### src/rtl/usb_rx_bit_recovery_if.sv
// Line-side inputs and decoded-bit outputs of the USB RX bit recovery block.
// The master drives the synchronized lines; the slave returns the recovered bits.
interface usb_rx_bit_recovery_if;
   logic d_plus_sync;
   logic d_minus_sync;
   logic rx_enable;
   logic bit_valid;
   logic bit_out;
   logic stuff_err;
   logic eop;
   logic edge_det;

   modport master (
      output d_plus_sync, d_minus_sync, rx_enable,
      input  bit_valid, bit_out, stuff_err, eop, edge_det
   );

   modport slave (
      input  d_plus_sync, d_minus_sync, rx_enable,
      output bit_valid, bit_out, stuff_err, eop, edge_det
   );
endinterface

### src/rtl/usb_rx_bit_recovery.sv
// USB receive bit recovery: edge-resynchronised bit timer, NRZI decode,
// bit-unstuffing and SE0/EOP detection feeding the RX shift register.
module usb_rx_bit_recovery #(
   parameter int CLKS_PER_BIT = 8,
   parameter int SAMPLE_POINT = 3,
   parameter int STUFF_LEN    = 6
) (
   input logic                  clk,
   input logic                  rst,
   usb_rx_bit_recovery_if.slave rx
);
   localparam int CNT_W  = $clog2(CLKS_PER_BIT);
   localparam int ONES_W = $clog2(STUFF_LEN + 1);
   localparam logic [CNT_W-1:0]  CNT_LAST   = CNT_W'(CLKS_PER_BIT - 1);
   localparam logic [CNT_W-1:0]  CNT_SAMPLE = CNT_W'(SAMPLE_POINT);
   localparam logic [ONES_W-1:0] ONES_MAX   = ONES_W'(STUFF_LEN);

   typedef enum logic [1:0] {
      IDLE     = 2'd0,
      RUN      = 2'd1,
      SE0_SEEN = 2'd2,
      WAIT_J   = 2'd3
   } state_t;

   state_t            state_r, state_next_s;
   logic [CNT_W-1:0]  bit_cnt_r;
   logic [ONES_W-1:0] ones_cnt_r, ones_next_s;
   logic              d_plus_prev_r, last_line_r, last_line_next_s;
   logic              edge_s, sample_s, se0_s, j_s, dec_s, decode_s;
   logic              bit_valid_r, bit_out_r, stuff_err_r, eop_r, edge_det_r;
   logic              bit_valid_next_s, bit_out_next_s, stuff_err_next_s, eop_next_s;

   assign edge_s   = rx.rx_enable & (rx.d_plus_sync ^ d_plus_prev_r);
   assign sample_s = rx.rx_enable & (bit_cnt_r == CNT_SAMPLE) & ~edge_s;
   assign se0_s    = ~rx.d_plus_sync & ~rx.d_minus_sync;
   assign j_s      = rx.d_plus_sync & ~rx.d_minus_sync;
   assign dec_s    = ~(rx.d_plus_sync ^ last_line_r);
   // SE1 is not special-cased: D+ alone is taken as the line level
   assign decode_s = sample_s & ~se0_s & ((state_r == RUN) | (state_r == SE0_SEEN));

   // Bit timer, restarted on every D+ transition, and previous-D+ tracker
   always_ff @(posedge clk) begin
      if (rst) begin
         bit_cnt_r     <= {CNT_W{1'b0}};
         d_plus_prev_r <= 1'b1;
      end else begin
         d_plus_prev_r <= rx.d_plus_sync;
         if (!rx.rx_enable || edge_s) begin
            bit_cnt_r <= {CNT_W{1'b0}};
         end else if (bit_cnt_r == CNT_LAST) begin
            bit_cnt_r <= {CNT_W{1'b0}};
         end else begin
            bit_cnt_r <= bit_cnt_r + CNT_W'(1);
         end
      end
   end

   // State register
   always_ff @(posedge clk) begin
      if (rst) begin
         state_r <= IDLE;
      end else begin
         state_r <= state_next_s;
      end
   end

   // Next-state logic; apart from IDLE entry/exit, moves only on sample cycles
   always_comb begin
      state_next_s = state_r;
      if (!rx.rx_enable) begin
         state_next_s = IDLE;
      end else begin
         case (state_r)
            IDLE:     state_next_s = RUN;
            RUN:      state_next_s = (sample_s && se0_s) ? SE0_SEEN : RUN;
            SE0_SEEN: begin
               if (sample_s) begin
                  state_next_s = se0_s ? WAIT_J : RUN;
               end else begin
                  state_next_s = SE0_SEEN;
               end
            end
            WAIT_J:   state_next_s = (sample_s && j_s) ? RUN : WAIT_J;
            default:  state_next_s = IDLE;
         endcase
      end
   end

   // Output and decode-history logic
   always_comb begin
      bit_valid_next_s = 1'b0;
      bit_out_next_s   = 1'b0;
      stuff_err_next_s = 1'b0;
      eop_next_s       = 1'b0;
      last_line_next_s = last_line_r;
      ones_next_s      = ones_cnt_r;
      if (!rx.rx_enable || (state_r == IDLE)) begin
         last_line_next_s = 1'b1;
         ones_next_s      = {ONES_W{1'b0}};
      end else if (decode_s) begin
         last_line_next_s = rx.d_plus_sync;
         if (ones_cnt_r == ONES_MAX) begin
            stuff_err_next_s = dec_s;
            ones_next_s      = {ONES_W{1'b0}};
         end else begin
            bit_valid_next_s = 1'b1;
            bit_out_next_s   = dec_s;
            ones_next_s      = dec_s ? (ones_cnt_r + ONES_W'(1)) : {ONES_W{1'b0}};
         end
      end else if (sample_s && (state_r == SE0_SEEN) && se0_s) begin
         eop_next_s = 1'b1;
      end else if (sample_s && (state_r == WAIT_J) && j_s) begin
         last_line_next_s = 1'b1;
         ones_next_s      = {ONES_W{1'b0}};
      end else begin
         last_line_next_s = last_line_r;
      end
   end

   // Decode history and registered outputs
   always_ff @(posedge clk) begin
      if (rst) begin
         last_line_r <= 1'b1;
         ones_cnt_r  <= {ONES_W{1'b0}};
         bit_valid_r <= 1'b0;
         bit_out_r   <= 1'b0;
         stuff_err_r <= 1'b0;
         eop_r       <= 1'b0;
         edge_det_r  <= 1'b0;
      end else begin
         last_line_r <= last_line_next_s;
         ones_cnt_r  <= ones_next_s;
         bit_valid_r <= bit_valid_next_s;
         bit_out_r   <= bit_out_next_s;
         stuff_err_r <= stuff_err_next_s;
         eop_r       <= eop_next_s;
         edge_det_r  <= edge_s;
      end
   end

   assign rx.bit_valid = bit_valid_r;
   assign rx.bit_out   = bit_out_r;
   assign rx.stuff_err = stuff_err_r;
   assign rx.eop       = eop_r;
   assign rx.edge_det  = edge_det_r;
endmodule

### src/flat_wrapper.sv
// flat-port wrapper written by rule: the top's interface ports become plain ports
module usb_rx_bit_recovery_flat 
#(
   parameter int CLKS_PER_BIT = 8,
   parameter int SAMPLE_POINT = 3,
   parameter int STUFF_LEN    = 6
)
  (clk, rst, rx_d_plus_sync, rx_d_minus_sync, rx_rx_enable, rx_bit_valid, rx_bit_out, rx_stuff_err, rx_eop, rx_edge_det);
  usb_rx_bit_recovery_if rx_i ();
  input logic clk;
  input logic rst;
  input wire logic [$bits(rx_i.d_plus_sync)-1:0] rx_d_plus_sync;
  input wire logic [$bits(rx_i.d_minus_sync)-1:0] rx_d_minus_sync;
  input wire logic [$bits(rx_i.rx_enable)-1:0] rx_rx_enable;
  output wire logic [$bits(rx_i.bit_valid)-1:0] rx_bit_valid;
  output wire logic [$bits(rx_i.bit_out)-1:0] rx_bit_out;
  output wire logic [$bits(rx_i.stuff_err)-1:0] rx_stuff_err;
  output wire logic [$bits(rx_i.eop)-1:0] rx_eop;
  output wire logic [$bits(rx_i.edge_det)-1:0] rx_edge_det;
  assign rx_i.d_plus_sync = rx_d_plus_sync;
  assign rx_i.d_minus_sync = rx_d_minus_sync;
  assign rx_i.rx_enable = rx_rx_enable;
  assign rx_bit_valid = rx_i.bit_valid;
  assign rx_bit_out = rx_i.bit_out;
  assign rx_stuff_err = rx_i.stuff_err;
  assign rx_eop = rx_i.eop;
  assign rx_edge_det = rx_i.edge_det;
  usb_rx_bit_recovery #(.CLKS_PER_BIT(CLKS_PER_BIT), .SAMPLE_POINT(SAMPLE_POINT), .STUFF_LEN(STUFF_LEN)) u_core (.clk(clk), .rst(rst), .rx(rx_i));
endmodule
### config.mk
export PLATFORM = sky130hd
export DESIGN_NAME = usb_rx_bit_recovery_flat
export DESIGN_NICKNAME = d
export VERILOG_FILES = /design/src/rtl/usb_rx_bit_recovery_if.sv /design/src/rtl/usb_rx_bit_recovery.sv /design/src/flat_wrapper.sv
export SDC_FILE = /design/constraint.sdc
export NUM_CORES = 1
export LEC_CHECK = 0
export ABC_CLOCK_PERIOD_IN_PS = 2300
export CELL_PAD_IN_SITES_DETAIL_PLACEMENT = 1
export CELL_PAD_IN_SITES_GLOBAL_PLACEMENT = 2
export CORE_AREA = 2 2 51 53
export DETAILED_ROUTE_END_ITERATION = 12
export DIE_AREA = 0 0 53 55
export GPL_TIMING_DRIVEN = 0
export MAX_ROUTING_LAYER = met4
export PLACE_DENSITY = 0.71
export SLEW_MARGIN = 5
export SYNTH_ARGS = -nofsm -noshare
export SYNTH_HDL_FRONTEND = slang
export SYNTH_SLANG_ARGS = --single-unit
### constraint.sdc
create_clock -name clk -period 2.3 [get_ports clk]
set_input_delay 0.46 -clock clk [delete_from_list [all_inputs] [get_ports clk]]
set_output_delay 0.46 -clock clk [all_outputs]
set_load 0.005 [all_outputs]
==> out/results.tsv <==
stage	metric	value	unit
drt	Routed WL per cell	12.5	µm
sta	WHS	377	ps
clocking	hold buffer count at cts	0	
power_and_ir_drop	Leak Pwr	0.366	nW
global_route	total congestion overflow	0	
sta	max-slew violation count	0	
logic_synthesis	share of flip-flops with an asynchronous set or reset	0	%
worst_setup_path	slowest CP cell	clkdlybuf4s50_1	
die	Die X	53	µm
sta	post-route setup slack	313	ps
sta	Setup TNS Final	0	ps
sta	FMAX	0.503	GHz
final_layout	design area	881	µm²
power_and_ir_drop	Peak supply drop	254	µV
die	# rows	18	
clocking	H-tree depth	1	
final_layout	Area Overhead vs Synth	19.7	%
worst_setup_path	R2R cell count	6	
die	I/O pin count	10	
final_layout	filler instances	282	
sta	worst-margin pin slew	487	ps
power_and_ir_drop	power consumption	454	µW
drt	DRC	0	
final_layout	NumNets Final	101	
sta	skew final	6.41	ps
sta	Slew HR	67.3	%
min_path	worst hold path class	in -> reg	
logic_synthesis	syn nets	88	
logic_synthesis	sequential area share after synthesis	40.8	%
placement	post-DP HPWL	1210	µm
global_route	largest net degree at the start of global routing	10	
worst_setup_path	max incr delay on CP	550	ps
global_route	number of global-route vias before repair	575	
placement	IO Port Bufs	8	
drt	Vias/cell	4.85	
clocking	Clock Path Buffers	2	
logic_synthesis	register bit total from synthesis	15	
worst_setup_path	crit start category	input port	
worst_setup_path	worst-path fanout max	5	
worst_setup_path	worst setup path category	in -> reg	
flow_run	max_cap viols	0	
clocking	worst skew pair latency	290	ps
sta	fin crit period	1990	ps
placement	Post-DP Area	853	µm²
die	DIE AREA	0.00292	mm²
logic_synthesis	Avg Cell Area, Syn	10.1	µm²
clocking	post-CTS sizing	0	
worst_setup_path	Crit. path cell count	5	
die	core box area	0.00236	mm²
drt	DRT antenna net count	0	
global_route	first-pass GRT wire length	2570	µm
worst_setup_path	Crit. End Element	flop	
sta	Final period util	86.4	%
worst_setup_path	Worst path top cell family by delay	simple AND/OR/NAND/NOR gates	
global_route	initial antenna violation count	0	
sta	Setup violations, final	0	
clocking	clock transition at the registers of the reported paths	90	ps
clocking	postcts setup bufs	0	
sta	Final Hold Vio Count	0	
power_and_ir_drop	power per cell area	515	mW/mm²
clocking	CTS tree	built	
logic_synthesis	Synth Cell Area	736	µm²
final_layout	share of cells above drive strength 1	11.8	%
die	initial core utilization	31.1	%
global_route	gr usage total	12.9	%
logic_synthesis	prevailing post-synth register cell	dfxtp_1	
die	chip height	55	µm
clocking	CTS Root Cell	clkbuf_4	
logic_synthesis	Post-synth EDFFs	0	
clocking	Num CTS Buffers	3	
drt	DRT iter0 DRCs	2	
placement	RePlAce Congestion	0.715	
logic_synthesis	Mapped Cells	73	
drt	final wirelength	1440	µm
placement	dpl ws	-4.30	ps
worst_setup_path	WP data arrival	2220	ps
worst_setup_path	crit path cell chain	clkdlybuf4s50_1, or3b_4, a2111o_1, nor3b_1, a211o_1	
min_path	hold-critical path depth	2	
worst_setup_path	CP required	2530	ps
clocking	CTS Sinks	15	
logic_synthesis	Netlist cell types	31	
final_layout	ANT cells	0	
drt	vias	558	
final_layout	fin util	37.2	%
worst_setup_path	crit path buf inv count	1	
final_layout	Final Non-Filler Cells	115	
run_status	run status	complete, no violations	
placement	Cells after DPL	111	
logic_synthesis	Syn. warnings	0	
drt	drt pass-1 iters	4	
sta	unrepaired setup endpoints after global routing	no	
[registers in the layout, indices dropped and copies added (netlist names)]
name and flops:
u_core.d_plus_prev_r 1, u_core.rx.stuff_err 1, u_core.state_r 2, u_core.rx.edge_det 1, u_core.rx.bit_valid 1, u_core.last_line_r 1, u_core.bit_cnt_r 3, u_core.rx.eop 1
u_core.rx.bit_out 1, u_core.ones_cnt_r 3
[cell usage after synthesis, drive strengths merged (2+ instances only)]
library cell  instances  area (µm²)
nor2                  5        18.8
nor3                  3        15.0
or2                   2        12.5
a211o                 3        26.3
inv                   6        22.5
nand2                 4        15.0
nor3b                 2        15.0
dfxtp                15         300
a21oi                 2        10.0
ha                   10         125
[routing by layer]
metal	global-route usage, %	up-vias	wire length (µm)
met1	14.8	258	660
met2	21.0	7	707
li1	-	289	-
met3	4.03	4	45
met5	-	-	0
met4	5.13	0	23
[cells in the final DEF, fill, tap and decap left out, drive strengths merged, types with 2 or more instances in the layout]
cell           instances
a21oi                  2
nor3b                  2
a211o                  3
inv                    6
nand2                  4
dfxtp                 15
clkdlybuf4s50          8
nor3                   3
nor2                   5
ha                    10
or2                    2
clkbuf                 3
[cells by family (layout without fill, tap and decap cells)]
| family | Yosys count | count (layout) | synth area share [%] |
|---|---|---|---|
| buffers and inverters | 7 | 19 | 4.59 |
| AOI/OAI and AO/OA | 15 | 15 | 17.0 |
| muxes | 1 | 1 | 1.36 |
| adders and majority gates | 10 | 10 | 17.0 |
| xor gates and xnor gates | 2 | 2 | 2.38 |
| DFF | 15 | 15 | 40.8 |
| and+or+nand+nor | 23 | 23 | 16.8 |
[path summary, 6_finish.rpt]
check                                                    start                                end  slack (ps)
worst min register to register  u_core.bit_cnt_r[0]$_SDFF_PP0_     u_core.bit_cnt_r[0]$_SDFF_PP0_         440
worst max-delay path                           rx_d_minus_sync  u_core.ones_cnt_r[2]$_SDFFE_PP0P_         310
worst min-delay path                            rx_d_plus_sync           u_core.rx.eop$_SDFF_PP0_         380
worst max register to register  u_core.bit_cnt_r[0]$_SDFF_PP0_  u_core.ones_cnt_r[2]$_SDFFE_PP0P_         480
[power breakdown]
| group | switching [mW] | internal [mW] |
|---|---|---|
| sequential | 0.00310 | 0.264 |
| combinational | 0.0192 | 0.0167 |
| clock | 0.0864 | 0.0647 |
[layout make-up]
cell class,count,area [µm²],area share (%)
tap,30,37.5,4.26
sequential,15,300,34.1
multi-input combinational,51,402,45.6
clock inverter,1,5.00,0.568
inverter,6,22.5,2.56
buffer,1,11.3,1.28
timing repair buffer,8,80.1,9.09
clock buffer,3,22.5,2.56
Note: power is estimated with default switching activity, not from simulation.
==> edit: new RTL, same flow settings <==
Re-encode `state_t` (4 states) as Gray code, 2 bits wide.
--- a/src/rtl/usb_rx_bit_recovery.sv
+++ b/src/rtl/usb_rx_bit_recovery.sv
@@ -18,6 +18,6 @@
    typedef enum logic [1:0] {
-      IDLE     = 2'd0,
-      RUN      = 2'd1,
-      SE0_SEEN = 2'd2,
-      WAIT_J   = 2'd3
+      IDLE     = 2'b00,
+      RUN      = 2'b01,
+      SE0_SEEN = 2'b11,
+      WAIT_J   = 2'b10
    } state_t;
Behaviour: no difference found for any inputs over 10 cycles, from zero or initial values and one cycle with rst high; not proved beyond that.
==> edit against the unedited design <==
- highest routed layer unchanged
- power decreased by 0.64%
- register-to-register slack improved by 0.15 ns
- area after synthesis fell by 7.0%
- sequential cell count is the same
- maximum frequency is 8.6% higher
- worst setup slack gained 0.16 ns
- synthesized cell count decreased by 9.6%
- wire length down 11%
- clock skew shrank 0.0032 ns
- design area decreased by 6.0%
- final cell count is 6.1% lower
- largest power group unchanged
- critical path type unchanged
==> edit: results <==
[detailed_routing]
vias = 506
route.detailed.vias_per_inst = 4.69
dr.pass1.iters = 3
route.final.wire_length_um = 1280

[yosys]
synth_fp_nets = 76
synth_compound_gate_area_share = 0.159
post_synth_top_cells = "15 x dfxtp_1, 7 x inv_1, 5 x ha_1"
muxShareOfSynthArea = 0.0293
synth_xor_xnor_area_share = 0.0256
syn-instance-count = 66
yosys-top-cells-area = "dfxtp_1 44%, ha_1 9.1%, inv_1 3.8%"
synthDistinctLibCells = 32
yosys.area_share.adder = 0.0914

[status]
outcome = "completed"

[cells_and_area]
design.final.nets = 89
layout.nonclk_buf_frac = 0.110
area.growth.synth_to_final_pct = 21.0
multi_input_comb_area_um2 = 347
num-clock-buffers = 4

[placed_design]
gp_routability_congestion = 0.745
postPlaceCellArea_um2 = 802
dp_cells = 104
hpwlAfterDp_um = 1020

[global_route]
grtUsageTotal = 0.111
global_route_wire_length_before_repair_um = 2220

[timing]
relSlewSlack = 0.700

[setup_path]
r2r.worst_path.cells = 5
critPathMaxFanout = 4

[power]
p_leak_nw = 0.326
==> edit: worst paths after layout <==
path	startpoint	to	slack, ns
worst max-delay path	rx_d_minus_sync	u_core.ones_cnt_r[0]$_SDFFE_PP0P_	0.47
worst min-delay path	rx_d_plus_sync	u_core.d_plus_prev_r$_SDFF_PP1_	0.43
worst max register to register	u_core.bit_cnt_r[0]$_SDFF_PP0_	u_core.ones_cnt_r[0]$_SDFFE_PP0P_	0.63
worst min register to register	u_core.bit_cnt_r[0]$_SDFF_PP0_	u_core.bit_cnt_r[0]$_SDFF_PP0_	0.45
==> edit: metal layers <==
metal | GRT usage | vias up | share of wire
met5 | - | - | 0
met4 | 0.0769 | 0 | 0.0094
met3 | 0.0323 | 2 | 0.031
met2 | 0.177 | 5 | 0.50
met1 | 0.120 | 238 | 0.46
li1 | - | 261 | -
==> edit: report_power, final <==
group	internal, mW	switching (mW)
Combinational	0.0170	0.0144
Clock	0.0673	0.0840
Sequential	0.264	0.00461
